$ cat src/rtl/irq_ctrl.sv
// Interrupt controller: per-source mask/mode, pending tracking and
// fixed-priority one-hot request toward the coprocessor HWInt input.
module irq_ctrl #(
  parameter int NSRC = 6
) (
  input  logic            clk,
  input  logic            reset,
  input  logic [NSRC-1:0] src,
  input  logic [1:0]      bus_addr,
  input  logic            bus_we,
  input  logic [31:0]     bus_wdata,
  output logic [31:0]     bus_rdata,
  input  logic            int_ack,
  input  logic            eret,
  output logic [NSRC-1:0] hwint,
  output logic            busy
);

  typedef enum logic [1:0] {
    IDLE    = 2'd0,
    REQ     = 2'd1,
    SERVICE = 2'd2,
    ILLEGAL = 2'd3
  } state_e;

  state_e          state_q, state_d;
  logic [2:0]      id_q, id_d;
  logic [NSRC-1:0] mask_q, mask_d;
  logic [NSRC-1:0] mode_q, mode_d;
  logic [NSRC-1:0] pend_q, pend_d;
  logic [NSRC-1:0] src_q;
  logic [NSRC-1:0] hwint_q, hwint_d;
  logic            busy_q, busy_d;

  logic [NSRC-1:0] req;
  logic [NSRC-1:0] rise;
  logic [NSRC-1:0] clr;
  logic [NSRC-1:0] one;
  logic [2:0]      win;
  logic            wr_mask, wr_mode, wr_pend;
  logic            unused_wdata;

  assign unused_wdata = ^bus_wdata[31:NSRC];
  assign one          = {{(NSRC-1){1'b0}}, 1'b1};
  assign req          = pend_q & mask_q;
  assign rise         = src & ~src_q;
  assign wr_mask      = bus_we && (bus_addr == 2'd0);
  assign wr_mode      = bus_we && (bus_addr == 2'd1);
  assign wr_pend      = bus_we && (bus_addr == 2'd2);

  always_comb begin
    win = 3'd0;
    for (int i = NSRC - 1; i >= 0; i--) begin
      if (req[i]) win = 3'(i);
    end
  end

  always_comb begin
    mask_d = wr_mask ? bus_wdata[NSRC-1:0] : mask_q;
    mode_d = wr_mode ? bus_wdata[NSRC-1:0] : mode_q;
    clr = '0;
    if (wr_pend) clr = bus_wdata[NSRC-1:0];
    if (state_q == REQ && int_ack) clr = clr | (one << id_q);
    clr = clr & mode_q;
    // Level bits mirror src one cycle late; edge bits are sticky, set wins
    pend_d = (mode_q & (rise | (pend_q & ~clr))) | (~mode_q & src);
  end

  always_comb begin
    state_d = state_q;
    id_d    = id_q;
    unique case (state_q)
      IDLE: begin
        if (|req) begin
          state_d = REQ;
          id_d    = win;
        end
      end
      REQ: begin
        if (int_ack)          state_d = SERVICE;
        else if (!req[id_q])  state_d = IDLE;
      end
      SERVICE: begin
        if (eret) state_d = IDLE;
      end
      default: state_d = IDLE;
    endcase
    hwint_d = (state_d == REQ) ? (one << id_d) : '0;
    busy_d  = (state_d == REQ) || (state_d == SERVICE);
  end

  always_ff @(posedge clk) begin
    if (reset) begin
      state_q <= IDLE;
      id_q    <= '0;
      mask_q  <= '0;
      mode_q  <= '0;
      pend_q  <= '0;
      src_q   <= '0;
      hwint_q <= '0;
      busy_q  <= 1'b0;
    end else begin
      state_q <= state_d;
      id_q    <= id_d;
      mask_q  <= mask_d;
      mode_q  <= mode_d;
      pend_q  <= pend_d;
      src_q   <= src;
      hwint_q <= hwint_d;
      busy_q  <= busy_d;
    end
  end

  always_comb begin
    bus_rdata = '0;
    unique case (bus_addr)
      2'd0: bus_rdata[NSRC-1:0] = mask_q;
      2'd1: bus_rdata[NSRC-1:0] = mode_q;
      2'd2: bus_rdata[NSRC-1:0] = pend_q;
      default: bus_rdata = {24'b0, state_q, 3'b0, id_q};
    endcase
  end

  assign hwint = hwint_q;
  assign busy  = busy_q;

endmodule

$ cat config.mk
export PLATFORM = sky130hd
export DESIGN_NAME = irq_ctrl
export DESIGN_NICKNAME = d
export VERILOG_FILES = /design/src/rtl/irq_ctrl.sv
export SDC_FILE = /design/constraint.sdc
export NUM_CORES = 1
export LEC_CHECK = 0
export CAP_MARGIN = 10
export CORE_MARGIN = 5
export CORE_UTILIZATION = 42
export DETAILED_ROUTE_END_ITERATION = 10
export MAX_ROUTING_LAYER = met4
export PLACE_DENSITY = 0.78
export SLEW_MARGIN = 20
export SYNTH_ARGS = -nofsm -noshare
export SYNTH_HDL_FRONTEND = slang
export SYNTH_SLANG_ARGS = --single-unit
export TNS_END_PERCENT = 5
$ cat constraint.sdc
create_clock -name clk -period 2.5 [get_ports clk]
set_input_delay 0.25 -clock clk [delete_from_list [all_inputs] [get_ports clk]]
set_output_delay 0.25 -clock clk [all_outputs]
set_load 0.02 [all_outputs]
==> summary.txt <==
Port-buffer cells = 33
Vias/cell = 5.200
ys flop type = dfxtp_1
Synth Warn # = 0
Core ar. = 0.004384 sq mm
Routed WL = 4.124 mm
Req. time, crit path = 2.25 ns
Total Routing Usage GR = 0.1449
HPWL Detailed = 3.229 mm
Initial Util = 0.4344
# nets final = 288
Seq/Total Area, Yosys = 0.3784
Tcrit/Tclk final = 0.9266
register area = 720.7 sq um
pwr/cell area = 520.6 mW/mm^2
n_diodes = 0
Crit. Startpoint = bus_addr[1]
sw frac = 0.2765
Clock power frac = 0.340
Tmin final = 2.316 ns
Worst Setup Start Kind = input pin
Multi-input gate area = 0.001054 sq mm
Post-DP Area = 0.002205 sq mm
# setup viols final = 0
clk sink count = 36
DR vias = 1,534
FMAX = 0.4317 GHz
Mean Syn Cell Area = 9.289 sq um
maximum capacitance violations = 0
WP data arrival = 2.07 ns
ordered list of cells on the worst path = clkdlybuf4s50_1 -> mux4_1 -> clkdlybuf4s50_1
mapped cell area = 0.001904 sq mm
Critical R2R Launch = pend_q[3]$_SDFF_PP0_
Leakage = 0.9560 nW
Iteration-0 DRC Markers = 100
Slowest-stage cell, CP = clkdlybuf4s50_1
Finished Layout Cells = 295
Worst Skew = 0.005357 ns
Reg power frac = 0.516
die span in y = 77.34 um
number of global-route vias before repair = 1,488
Layout fillers = 411
commonest non-fill, non-tap cell in the layout = dfxtp_1
Syn Inst Count = 205
largest net degree at the start of global routing = 17
Die Area = 0.005981 sq mm
RSZ-0062 raised after global routing = false
clk slew on worst S/H paths = 0.07 ns
Yosys top cell by area = dfxtp_1
initial antenna violation count = 0
Critical Path Max Stage Delay = 0.68 ns
first drt pass iteration count = 4
GRT overflow = 0
internal power = 864.2 uW
Clock Tree Root = clkbuf_8
status = finished, final reports clean
top cell type's share of synthesized area = 0.3784
combinational group share of total power = 0.144
fin util = 0.5234
Synth async-reset ratio = 0
number of synthesized flops with an enable pin = 0
Seq cells post-synth = 36
most frequent cells in the layout = dfxtp_1, clkdlybuf4s50_1, conb_1
remaining antenna violation count = 0
DR DRC count = 0
# rows = 24
Synth-to-Final Area Change = 20.50%
Fin Setup TNS = 0 ns
routed length per instance = 13.98 um
min-delay src = src_q[4]$_SDFF_PP0_
design area = 0.002295 sq mm
Hold Path Class = reg2reg
die width = 77.34 um
worst hold slack = 0.4756 ns
CP Max Fanout = 6
Clock Latency Late Sink = 0.29 ns
Area contributors post-synth = dfxtp_1, buf_4, mux2i_1, nand2_1, nor2_1
Top-Level Pins = 84
count of final hold-check violations = 0
Final Wtd Congestion = 0.8062
cts bufs inserted = 5
CTS Buffer Depth = 2
CP Class = in2out
CTS HTree Levels = 2
crit end category = primary output
Most Frequent Cell on Critical Path = clkdlybuf4s50_1
Slew Viols, Final = 0
wire length of the first global-routing pass = 6.934 mm
CTS tree = built
maximum vdd drop = 0.0002440 V
layout cells sized above 1 = 0.1070
NetSw = 330.3 uW
Netlist cell types = 43
Placed Cells = 287
through the flow:
step | worst slack (ns) | total power [mW]
3_3_place_gp | 0.1705 | 0.7970
6_report | 0.1835 | 1.195
4_1_cts | 0.1376 | 1.203
5_1_grt | 0.08706 | 1.243
2_1_floorplan | 0.6434 | 0.7601
3_5_place_dp | 0.1434 | 0.7997
final timing paths:
path | end | slack [ns] | cells after the start
worst min register to register | pend_q[4]$_SDFF_PP0_ | 0.48 | 2
worst max-delay path | bus_rdata[1] | 0.18 | 3
worst max register to register | hwint[2]$_SDFF_PP0_ | 0.40 | 8
worst min-delay path | pend_q[4]$_SDFF_PP0_ | 0.48 | 2
metal layers:
layer / share of wire / global-route usage / vias to the layer above / wire (um)
met4: 0.019 / 0.06186 / 0 / 78
li1: - / - / 763 / -
met5: 0 / - / - / 0
met3: 0.053 / 0.03588 / 6 / 218
met2: 0.47 / 0.2315 / 40 / 1952
met1: 0.45 / 0.1734 / 725 / 1874
cell usage after synthesis, drive strengths merged (4+ instances only):
cell type,count
nor2,19
dfxtp,36
buf,27
clkbuf,4
a22o,7
nand3,6
nor3,6
nor2b,8
a211oi,6
a21oi,5
nand2,22
mux2i,15
o21ai,7
timing repair:
action / 4_1_cts / 5_1_grt
endpoints found under the setup margin: 0 / 1
hold buffers: 0 / 0
endpoints found under the hold margin: 0 / 0
setup buffers: 0 / 0
gates resized for setup: 0 / 1
power groups by stage:
| stage | registers [mW] | logic, mW | clock network [mW] |
|---|---|---|---|
| floorplan | 0.624 | 0.136 | 0 |
| global placement | 0.628 | 0.169 | 0 |
| detailed placement | 0.628 | 0.171 | 0 |
| CTS | 0.615 | 0.172 | 0.416 |
| global route | 0.619 | 0.187 | 0.438 |
| finish | 0.616 | 0.172 | 0.406 |
worst max-delay path: cells and delay by family:
family	cells	cell delay (ns)
buffers and inverters	2	1.23
multiplexers	1	0.59
area by class of cell:
class | instances | area share
multi-input cells | 161 | 0.4591
flip-flops and latches | 36 | 0.3141
repair buffers | 38 | 0.1603
clock buffers | 5 | 0.02999
well taps | 52 | 0.02835
clock inverters | 3 | 0.008179
cell families (layout without fill, tap and decap cells):
| family | Yosys count | after routing | share of synthesized area |
|---|---|---|---|
| AO/OA/AOI/OAI | 41 | 41 | 0.1708 |
| adder cells (fa/ha/maj) | 1 | 1 | 0.006569 |
| buffers and inverters | 31 | 46 | 0.1150 |
| flip-flops | 36 | 36 | 0.3784 |
| multiplexers | 18 | 18 | 0.1163 |
| other | 1 | 24 | 0.001969 |
| AND/OR/NAND/NOR | 77 | 77 | 0.2109 |
state kept, by name (all words and copies together), names as in the netlist:
register / cells
hwint: 6
mask_q: 6
state_q: 2
src_q: 6
pend_q: 6
busy: 1
id_q: 3
mode_q: 6
Note: power is estimated with default switching activity, not from simulation.
